**config.mk**
```make
export PLATFORM = sky130hd
export DESIGN_NAME = ram_arbiter
export DESIGN_NICKNAME = d
export VERILOG_FILES = /design/src/rtl/ram_arbiter.sv
export SDC_FILE = /design/constraint.sdc
export NUM_CORES = 1
export LEC_CHECK = 0
export ABC_AREA = 1
export CORE_MARGIN = 2
export CORE_UTILIZATION = 42
export CTS_CLUSTER_SIZE = 30
export DETAILED_ROUTE_END_ITERATION = 10
export PLACE_DENSITY = 0.8
export SYNTH_ARGS = -nofsm -noshare
export SYNTH_HDL_FRONTEND = slang
export SYNTH_SLANG_ARGS = --single-unit
```
**constraint.sdc**
```tcl
create_clock -name clk -period 5.2 [get_ports clk]
set_clock_uncertainty 0.2 [all_clocks]
set_input_delay 1.04 -clock clk [delete_from_list [all_inputs] [get_ports clk]]
set_output_delay 1.04 -clock clk [all_outputs]
set_load 0.01 [all_outputs]
```
**src/rtl/ram_arbiter.sv**
```systemverilog
// Round-robin arbiter between instruction-fetch and data ports in front of the SRAM driver.
// Sequences enable/enable_read/enable_write and returns data with a one-cycle ack.
module ram_arbiter #(
  parameter int READ_WAIT = 1
) (
  input  logic        clk,
  input  logic        rst,
  input  logic        ireq,
  input  logic [20:0] iaddr,
  output logic [31:0] irdata,
  output logic        iack,
  input  logic        dreq,
  input  logic        dwe,
  input  logic [20:0] daddr,
  input  logic [31:0] dwdata,
  output logic [31:0] drdata,
  output logic        dack,
  output logic        ram_enable,
  output logic        ram_enable_read,
  output logic        ram_enable_write,
  output logic [20:0] ram_addr,
  output logic [31:0] ram_data_in,
  input  logic [31:0] ram_data_out,
  input  logic        ram_read_ready,
  input  logic        ram_write_finished
);
  typedef enum logic [2:0] {
    S_DRAIN, S_IDLE, S_RD_ISSUE, S_RD_WAIT, S_WR_ISSUE, S_WR_WAIT, S_ACK
  } state_t;

  localparam logic [3:0] LP_LAST_RDY = 4'(READ_WAIT - 1);

  state_t      r_state, w_state;
  logic [3:0]  r_cnt, w_cnt;
  logic        r_last_d, w_last_d;
  logic        w_gnt_d;
  logic [31:0] r_irdata, w_irdata, r_drdata, w_drdata, r_wdat, w_wdat;
  logic [20:0] r_addr, w_addr;
  logic        r_iack, w_iack, r_dack, w_dack;
  logic        r_en, w_en, r_en_rd, w_en_rd, r_en_wr, w_en_wr;

  always_comb begin
    w_state  = r_state;
    w_cnt    = r_cnt;
    w_last_d = r_last_d;
    w_gnt_d  = 1'b0;
    w_irdata = r_irdata;
    w_drdata = r_drdata;
    w_wdat   = r_wdat;
    w_addr   = r_addr;
    w_iack   = 1'b0;
    w_dack   = 1'b0;
    w_en     = r_en;
    w_en_rd  = r_en_rd;
    w_en_wr  = 1'b0;
    case (r_state)
      S_DRAIN: begin
        w_en    = 1'b0;
        w_en_rd = 1'b0;
        if (r_cnt == 4'd2) begin
          w_state = S_IDLE;
          w_cnt   = 4'd0;
        end else begin
          w_cnt = r_cnt + 4'd1;
        end
      end
      S_IDLE: begin
        // r_last_d doubles as the owner of the transaction in flight
        w_gnt_d = dreq && (!ireq || !r_last_d);
        if (ireq || dreq) begin
          w_last_d = w_gnt_d;
          w_cnt    = 4'd0;
          w_en     = 1'b1;
          w_addr   = w_gnt_d ? daddr : iaddr;
          if (w_gnt_d && dwe) begin
            w_wdat  = dwdata;
            w_en_wr = 1'b1;
            w_state = S_WR_ISSUE;
          end else begin
            w_en_rd = 1'b1;
            w_state = S_RD_ISSUE;
          end
        end
      end
      S_RD_ISSUE, S_RD_WAIT: begin
        w_state = S_RD_WAIT;
        if (ram_read_ready) begin
          if (r_cnt == LP_LAST_RDY) begin
            if (r_last_d) begin
              w_drdata = ram_data_out;
              w_dack   = 1'b1;
            end else begin
              w_irdata = ram_data_out;
              w_iack   = 1'b1;
            end
            w_en    = 1'b0;
            w_en_rd = 1'b0;
            w_state = S_ACK;
          end else begin
            w_cnt = r_cnt + 4'd1;
          end
        end
      end
      S_WR_ISSUE: w_state = S_WR_WAIT;
      S_WR_WAIT: begin
        if (ram_write_finished) begin
          w_en    = 1'b0;
          w_dack  = 1'b1;
          w_state = S_ACK;
        end
      end
      S_ACK:   w_state = S_IDLE;
      default: w_state = S_DRAIN;
    endcase
  end

  always_ff @(posedge clk or posedge rst) begin
    if (rst) begin
      r_state  <= S_DRAIN;
      r_cnt    <= 4'd0;
      r_last_d <= 1'b0;
      r_irdata <= '0;
      r_drdata <= '0;
      r_wdat   <= '0;
      r_addr   <= '0;
      r_iack   <= 1'b0;
      r_dack   <= 1'b0;
      r_en     <= 1'b0;
      r_en_rd  <= 1'b0;
      r_en_wr  <= 1'b0;
    end else begin
      r_state  <= w_state;
      r_cnt    <= w_cnt;
      r_last_d <= w_last_d;
      r_irdata <= w_irdata;
      r_drdata <= w_drdata;
      r_wdat   <= w_wdat;
      r_addr   <= w_addr;
      r_iack   <= w_iack;
      r_dack   <= w_dack;
      r_en     <= w_en;
      r_en_rd  <= w_en_rd;
      r_en_wr  <= w_en_wr;
    end
  end

  assign irdata           = r_irdata;
  assign iack             = r_iack;
  assign drdata           = r_drdata;
  assign dack             = r_dack;
  assign ram_enable       = r_en;
  assign ram_enable_read  = r_en_rd;
  assign ram_enable_write = r_en_wr;
  assign ram_addr         = r_addr;
  assign ram_data_in      = r_wdat;

endmodule

```
==> reports/results.txt, run 1 <==
n_diodes -> 0
Syn Std Cell Area -> 5410 µm²
GRT Util Overall -> 0.221
CTS Root Cell -> clkbuf_16
CP max FO -> 23
Min-Delay Endpoint -> ram_data_in[22]$_DFFE_PP0P_
Fin. Hold Viols -> 0
stages on the worst setup path -> 6
drt first pass iters -> 5
routability cong. -> 0.846
row cnt -> 41
crit-path most repeated cell -> nand2_1
Chip Height -> 118 µm
DP Wirelength -> 10300 µm
top cells by area, synth -> dfrtp_1, nand2_1, o21ai_0, o21ai_1, inv_1
Max-slew headroom -> 0.304
EDFF count, synth -> 0
IR drop worst, VDD -> 0.000257 V
PortBufs -> 234
crit path DAT -> 3.01 ns
Net Switching -> 0.00170 W
Hold Buf Count CTS -> 0
Max Slew Vio Count -> 0
critical path capture point type -> flip-flop
worst reg-to-reg path cell count -> 8
largest net degree at the start of global routing -> 117
Post-synth top cells -> nand2_1, dfrtp_1, o21ai_0, inv_1, o21ai_1
synthesized area per cell -> 8.69 µm²
syn_nets -> 739
DRC -> 0
sw frac -> 0.336
Starting DRT DRC Count -> 279
CP bufs+invs -> 2
Cell Chain, Critical Path -> clkdlybuf4s50_1, nand2_1, nand2_1, inv_1, o21ai_0, o21ai_1
Hold Crit Class -> flip-flop to flip-flop
Fin Hold WS -> 0.269 ns
# setup viols final -> 0
top-area cell type share of the netlist area -> 0.601
io pins -> 235
Netlist cell types -> 22
final setup margin -> 2.28 ns
die width -> 118 µm
most frequent cell after synthesis -> nand2_1
final core utilization -> 0.668
max_cap viols -> 0
Layout area overhead -> 55.8%
worst path required time -> 5.29 ns
DR vias -> 4834
Worst path slowest cell -> nand2_1
Fin Setup TNS -> 0 ns
cts bufs inserted -> 17
post_cts resized -> 0
DP Cell Count -> 1003
Primary FF master, synth -> dfrtp_1
Routed Antenna Nets -> 0
reg2reg setup slack -> 2.66 ns
WL per Instance -> 14.2 µm
initial antenna violation count -> 0
routed vias/inst -> 4.67
share of layout cells above drive strength 1 -> 0.0556
worst slew pin tran -> 1.04 ns
asr flop ratio synth -> 1.00
total power density per cell area -> 599 nW/µm²
core area -> 12600 µm²
Final Non-Filler Cells -> 1035
clock slew at reported path FFs -> 0.05 ns
clk sinks -> 130
RSZ-0062 raised after global routing -> false
Int Power -> 0.00336 W
total congestion overflow -> 0
YS warnings -> 0
hold path startpoint -> ram_data_in[22]$_DFFE_PP0P_
Final nets -> 966
post-synth top area cell -> dfrtp_1
CTS tree -> yes
minimum clock period -> 2.92 ns
status -> complete, no violations
combinational share of power -> 0.416
delay-heaviest family, CP -> buffers and inverters
clock latency on the worst-skew pair -> 0.41 ns
slowest stage delay, CP -> 0.57 ns
Yosys reg bits -> 130
worst r2r src -> r_cnt[0]$_DFFE_PP0P_
total wire length -> 14700 µm
Leak -> 4.04 nW
Max Fclk -> 343 MHz
first-pass GRT wire length -> 24200 µm
worst r2r dst -> irdata[6]$_DFFE_PP0P_
CP Launch Type -> primary input
die area -> 13800 µm²
worst hold path depth -> 2
post-CTS setup repair buffer count -> 0
Initial Utilization -> 0.429
Place WS -> 1.87 ns
Tcrit/Tclk final -> 0.561
Gate Count Post-Synth -> 623
Clock Path Buffers -> 2
share of power burned in registers -> 0.348
vias in the first global route -> 4763
clock power share -> 0.236
critical path class -> primary input to flip-flop
post-synthesis sequential area ratio -> 0.601
Max H-tree Level -> 4
[layer usage]
metal / wire length (µm) / GRT usage
met3: 1080 / 0.0673
met4: 309 / 0.0941
met2: 7100 / 0.352
met1: 6240 / 0.280
met5: 0 / 0
[registers in the layout, summed over array words and instances (netlist names)]
signal	cells
r_cnt	4
ram_enable_write	1
ram_enable_read	1
ram_enable	1
iack	1
r_last_d	1
drdata	32
ram_data_in	32
ram_addr	21
irdata	32
dack	1
r_state	3
[worst max path at each step]
stage,startpoint,endpoint
floorplan,rst,dack$_DFF_PP0_
CTS,ireq,ram_addr[18]$_DFFE_PP0N_
global route,ireq,ram_addr[12]$_DFFE_PP0N_
global placement,ireq,ram_addr[3]$_DFFE_PP0N_
detailed placement,ireq,ram_addr[10]$_DFFE_PP0N_
finish,ireq,ram_addr[8]$_DFFE_PP0N_
[tightest hold or removal path, delay by kind of cell, from the launching register on]
family / cells / cell delay (ns)
DFF: 1 / 0.34
and+or+nand+nor: 2 / 0.10
[layout by cell type, fill, tap and decap left out, drive strengths merged]
cell type	instances
clkinv	4
nor2	34
nand4	1
xor2	1
o21ai	116
dfrtp	130
clkbuf	23
ha	3
inv	47
nand2	246
clkinvlp	3
o211ai	1
bufinv	2
clkdlybuf4s50	234
o21a	1
a21oi	3
nand3	9
buf	5
[cell families after synthesis]
logic type	after synthesis	share of synthesized area
and+or+nand+nor	290	0.211
DFF	130	0.601
AOI/OAI and AO/OA	121	0.113
buffers and inverters	78	0.0666
adders and majority gates	3	0.00694
xor gates and xnor gates	1	0.00162
[power groups by stage]
| stage | Sequential (W) | Combinational (W) | Clock, W |
|---|---|---|---|
| final | 0.00176 | 0.00210 | 0.00119 |
| after global routing | 0.00182 | 0.00231 | 0.00127 |
| after CTS | 0.00176 | 0.00213 | 0.00122 |
| after detailed placement | 0.00177 | 0.00213 | 0 |
| after global placement | 0.00175 | 0.00208 | 0 |
| after floorplan | 0.00196 | 0.000720 | 0 |
[cell type report]
class / count / area [µm²]
clock buffer: 23 / 498
fill: 1074 / 4190
timing repair buffer: 239 / 2380
clock inverter: 9 / 103
multi-input combinational: 415 / 1800
inverter: 47 / 181
sequential: 130 / 3250
tap: 172 / 215
[metrics by stage]
step / instance area [µm²] / total power, W
global placement: 7830 / 0.00383
floorplan: 5410 / 0.00268
detailed placement: 7830 / 0.00389
global route: 8430 / 0.00540
CTS: 8430 / 0.00511
finish: 8430 / 0.00505
(Power assumes the default switching activity.)
==> run 2: changes to the inputs <==
--- a/config.mk
+++ b/config.mk
@@ -7,10 +7,10 @@
 export LEC_CHECK = 0
 export ABC_AREA = 1
 export CORE_MARGIN = 2
-export CORE_UTILIZATION = 42
+export CORE_UTILIZATION = 38
 export CTS_CLUSTER_SIZE = 30
 export DETAILED_ROUTE_END_ITERATION = 10
-export PLACE_DENSITY = 0.8
+export PLACE_DENSITY = 0.76
 export SYNTH_ARGS = -nofsm -noshare
 export SYNTH_HDL_FRONTEND = slang
 export SYNTH_SLANG_ARGS = --single-unit
==> constraint.sdc (replaced) <==
create_clock -name clk -period 2.5 [get_ports clk]
set_clock_uncertainty 0.2 [all_clocks]
set_input_delay 0.5 -clock clk [delete_from_list [all_inputs] [get_ports clk]]
set_output_delay 0.5 -clock clk [all_outputs]
set_load 0.01 [all_outputs]
==> reports/results.txt, run 2 (synthesized netlist as in run 1, its figures left out) <==
die area -> 15200 µm²
row cnt -> 43
worst r2r src -> r_cnt[0]$_DFFE_PP0P_
total congestion overflow -> 0
Max-slew headroom -> 0.597
CP Launch Type -> flip-flop
Worst path slowest cell -> clkdlybuf4s50_1
most common cell after layout, fill and taps aside -> nand2_1
Final nets -> 972
total power -> 0.0105 W
delay-heaviest family, CP -> buffers and inverters
PortBufs -> 234
Fin Setup TNS -> 0 ns
# setup viols final -> 0
critical path capture point type -> output pin
Routed Antenna Nets -> 0
DR vias -> 4832
routed vias/inst -> 4.61
n_diodes -> 0
Max Fclk -> 488 MHz
largest net degree at the start of global routing -> 82
io pins -> 235
WL per Instance -> 13.8 µm
initial antenna violation count -> 0
clock slew at reported path FFs -> 0.05 ns
GRT Util Overall -> 0.196
first-pass GRT wire length -> 23200 µm
max_cap viols -> 0
Initial Utilization -> 0.390
DP Wirelength -> 10200 µm
Tcrit/Tclk final -> 0.820
post_cts resized -> 0
die width -> 123 µm
total power density per cell area -> 1230 nW/µm²
DRC -> 0
Critical Path Source -> ram_addr[8]$_DFFE_PP0N_
clk sinks -> 130
clock latency on the worst-skew pair -> 0.41 ns
DP Cell Count -> 1017
slowest stage delay, CP -> 0.57 ns
CTS Root Cell -> clkbuf_16
Starting DRT DRC Count -> 289
CTS tree -> yes
core area -> 13900 µm²
Hold Buf Count CTS -> 0
status -> complete, no violations
worst hold path depth -> 2
Hold Crit Class -> flip-flop to flip-flop
drt first pass iters -> 6
minimum clock period -> 2.05 ns
hold path startpoint -> ram_data_in[8]$_DFFE_PP0P_
reg2reg setup slack -> 0.61 ns
Max H-tree Level -> 4
Fin Hold WS -> 0.269 ns
Max Slew Vio Count -> 0
Chip Height -> 123 µm
Leak -> 4.07 nW
total wire length -> 14500 µm
CP bufs+invs -> 1
Clock Path Buffers -> 2
Final Non-Filler Cells -> 1048
final core utilization -> 0.613
vias in the first global route -> 4729
worst r2r dst -> irdata[2]$_DFFE_PP0P_
worst path required time -> 1.80 ns
share of layout cells above drive strength 1 -> 0.0565
IR drop worst, VDD -> 0.000559 V
Fin. Hold Viols -> 0
CP max FO -> 2
worst slew pin tran -> 0.604 ns
Min-Delay Endpoint -> ram_data_in[8]$_DFFE_PP0P_
RSZ-0062 raised after global routing -> false
worst reg-to-reg path cell count -> 8
post-CTS setup repair buffer count -> 0
crit path DAT -> 1.35 ns
most frequent cells in the layout -> nand2_1, clkdlybuf4s50_1, dfrtp_1, o21ai_0
critical path class -> flip-flop to output pin
routability cong. -> 0.804
cts bufs inserted -> 17
Layout area overhead -> 57.3%
stages on the worst setup path -> 1
Cell Chain, Critical Path -> clkdlybuf4s50_1
## run 2: changes by cell type in the layout (fill, tap and decap cells not counted), sizes merged
cell | previous run | this run
buf | 5 | 11
clkinv | 4 | 3
clkbuf | 23 | 26
inv | 47 | 46
clkinvlp | 3 | 1
## run 2: routing by layer
layer,GRT usage,up-vias,wire [µm]
met2,0.324,164,7120
met4,0.0575,0,178
met5,0,-,0
li1,-,2426,-
met1,0.235,2223,6050
met3,0.0775,19,1130
## run 2: worst max-delay path by stage
stage	slack, ns	endpoint
3_5_place_dp	0.26	r_state[2]$_DFFE_PP0P_
3_3_place_gp	0.30	r_state[2]$_DFFE_PP0P_
4_1_cts	0.43	ram_addr[8]
2_1_floorplan	0.19	dack$_DFF_PP0_
5_1_grt	0.41	ram_enable_read
6_report	0.45	ram_addr[8]
## run 2: stage by stage
step                      setup slack (ns)  cell area, µm²
after global routing                 0.407            8510
after detailed placement             0.264            7940
final                                0.449            8510
after floorplan                      0.191            5420
after global placement               0.295            7940
after CTS                            0.426            8510
## run 2: power breakdown
part	leakage, nW	internal (W)	switching (W)
combinational	2.14	0.00233	0.00207
sequential	1.65	0.00310	0.000563
clock	0.284	0.00156	0.000842
total	4.07	0.00699	0.00347
## run 2: cell type report
type / count / area, µm²
fillers: 1228 / 5370
inverters: 47 / 180
clock buffers: 26 / 499
repair buffers: 245 / 2470
well taps: 180 / 225
clock inverters: 5 / 75.1
flip-flops and latches: 130 / 3250
multi-input cells: 415 / 1800
## run 2: worst register-to-register path, stage by stage, from the launching register on
cell and delay [ns]:
dfrtp_1 0.43, inv_1 0.10, ha_1 0.16, nand2_1 0.10, nor2_4 0.12, nand2_2 0.18
buf_12 0.22, o21ai_0 0.19, nand2_1 0.07
==> run 3: changes to the inputs <==
--- a/config.mk
+++ b/config.mk
@@ -7,10 +7,10 @@
 export LEC_CHECK = 0
 export ABC_AREA = 1
 export CORE_MARGIN = 2
-export CORE_UTILIZATION = 38
+export CORE_UTILIZATION = 42
 export CTS_CLUSTER_SIZE = 30
 export DETAILED_ROUTE_END_ITERATION = 10
-export PLACE_DENSITY = 0.76
+export PLACE_DENSITY = 0.8
 export SYNTH_ARGS = -nofsm -noshare
 export SYNTH_HDL_FRONTEND = slang
 export SYNTH_SLANG_ARGS = --single-unit
==> constraint.sdc (replaced) <==
create_clock -name clk -period 1.98 [get_ports clk]
set_clock_uncertainty 0.2 [all_clocks]
set_input_delay 0.396 -clock clk [delete_from_list [all_inputs] [get_ports clk]]
set_output_delay 0.396 -clock clk [all_outputs]
set_load 0.01 [all_outputs]
==> reports/results.txt, run 3 (synthesized netlist as in run 1, its figures left out) <==
status -> complete, no violations
DR WL met3 -> 1040 µm
most common cell after layout, fill and taps aside -> nand2_1
Max H-tree Level -> 4
largest net degree at the start of global routing -> 62
CP Launch Type -> flip-flop
clock latency on the worst-skew pair -> 0.41 ns
Tcrit/Tclk final -> 0.974
worst slew pin tran -> 0.345 ns
n_diodes -> 0
critical path capture point type -> output pin
routability cong. -> 0.838
critical path class -> flip-flop to output pin
GRT Util Overall -> 0.218
Leak -> 4.20 nW
PortBufs -> 234
slowest stage delay, CP -> 0.58 ns
drt first pass iters -> 4
cts bufs inserted -> 17
most frequent cells in the layout -> nand2_1, clkdlybuf4s50_1, dfrtp_1, o21ai_0, o21ai_1
Max-slew headroom -> 0.770
Starting DRT DRC Count -> 340
die width -> 118 µm
routed vias/inst -> 4.68
Max Slew Vio Count -> 0
clock slew at reported path FFs -> 0.05 ns
clk sinks -> 130
Top Layer Used -> met4
clock power share -> 0.230
Worst path slowest cell -> clkdlybuf4s50_1
total wire length -> 14600 µm
Fin Setup TNS -> 0 ns
sw frac -> 0.334
Hold Crit Class -> primary input to asynchronous set/reset pin
IR drop worst, VDD -> 0.000706 V
die area -> 13800 µm²
minimum clock period -> 1.93 ns
# setup viols final -> 0
RSZ-0062 raised after global routing -> false
initial antenna violation count -> 0
DR vias -> 4913
io pins -> 235
crit path DAT -> 1.33 ns
delay-heaviest family, CP -> buffers and inverters
CP max FO -> 2
Hold Buf Count CTS -> 0
CP bufs+invs -> 1
Chip Height -> 118 µm
Int Power -> 0.00894 W
Fin. Hold Viols -> 0
share of layout cells above drive strength 1 -> 0.0695
total congestion overflow -> 0
first-pass GRT wire length -> 24200 µm
Initial Utilization -> 0.429
WL per Instance -> 13.9 µm
routed wl met2 -> 7280 µm
CTS tree -> yes
DRC -> 0
worst path required time -> 1.38 ns
Post-Route M1 WL -> 6010 µm
Max Fclk -> 518 MHz
Clock Path Buffers -> 2
Net Switching -> 0.00448 W
CTS Root Cell -> clkbuf_16
share of power burned in registers -> 0.344
max_cap viols -> 0
core area -> 12600 µm²
DP Wirelength -> 10400 µm
combinational share of power -> 0.425
Routed Antenna Nets -> 0
total power -> 0.0134 W
Cell Chain, Critical Path -> clkdlybuf4s50_1
Final nets -> 981
Layout area overhead -> 60.4%
row cnt -> 41
vias in the first global route -> 4801
total power density per cell area -> 1550 nW/µm²
==> run 3: worst paths after layout <==
path	startpoint	to	slack, ns	depth (start not counted)
worst max-delay path	drdata[5]$_DFFE_PP0P_	drdata[5]	0.05	1
worst min-delay path	rst	r_cnt[0]$_DFFE_PP0P_	0.26	3
worst max register to register	r_cnt[0]$_DFFE_PP0P_	drdata[6]$_DFFE_PP0P_	0.17	8
worst min register to register	ram_enable$_DFFE_PP0P_	ram_enable$_DFFE_PP0P_	0.27	2
max in group asynchronous	rst	ram_data_in[24]$_DFFE_PP0P_	1.07	3
min in group clk	ram_enable$_DFFE_PP0P_	ram_enable$_DFFE_PP0P_	0.27	2
==> run 3: repair_timing <==
item,4_1_cts,5_1_grt
gates resized for setup,0,7
setup endpoints to repair,0,22
setup buffers,0,0
==> run 3: metal layers <==
layer	GRT usage	vias up
li1	-	2442
met1	0.264	2276
met2	0.368	173
met3	0.0722	22
met4	0.0730	0
met5	0	-
==> run 3: cell type report <==
cell class                      instances  area (µm²)
Fill cell                            1024        3940
Sequential cell                       130        3250
Timing Repair Buffer                  254        2630
Multi-Input combinational cell        415        1810
Clock buffer                           24         492
Tap cell                              172         215
Inverter                               47         180
Clock inverter                          8         101
==> run 3: metrics by stage <==
step           instances  setup WS [ns]   util  hold WS, ns  area [µm²]
6_report            1050         0.0505  0.688        0.264        8680
5_1_grt             1050        0.00235  0.688        0.277        8680
4_1_cts             1050        0.00155  0.686        0.264        8660
3_5_place_dp        1018         0.0183  0.640        0.258        8070
3_3_place_gp        1018         0.0310  0.640        0.253        8070
2_1_floorplan        623         -0.225      -        0.304        5420
==> run 3: power by group through the flow <==
stage	Clock, W	Combinational, W	Sequential [W]
finish	0.00309	0.00570	0.00462
global route	0.00326	0.00625	0.00478
CTS	0.00314	0.00579	0.00463
detailed placement	0	0.00576	0.00465
global placement	0	0.00564	0.00460
floorplan	0	0.00189	0.00515
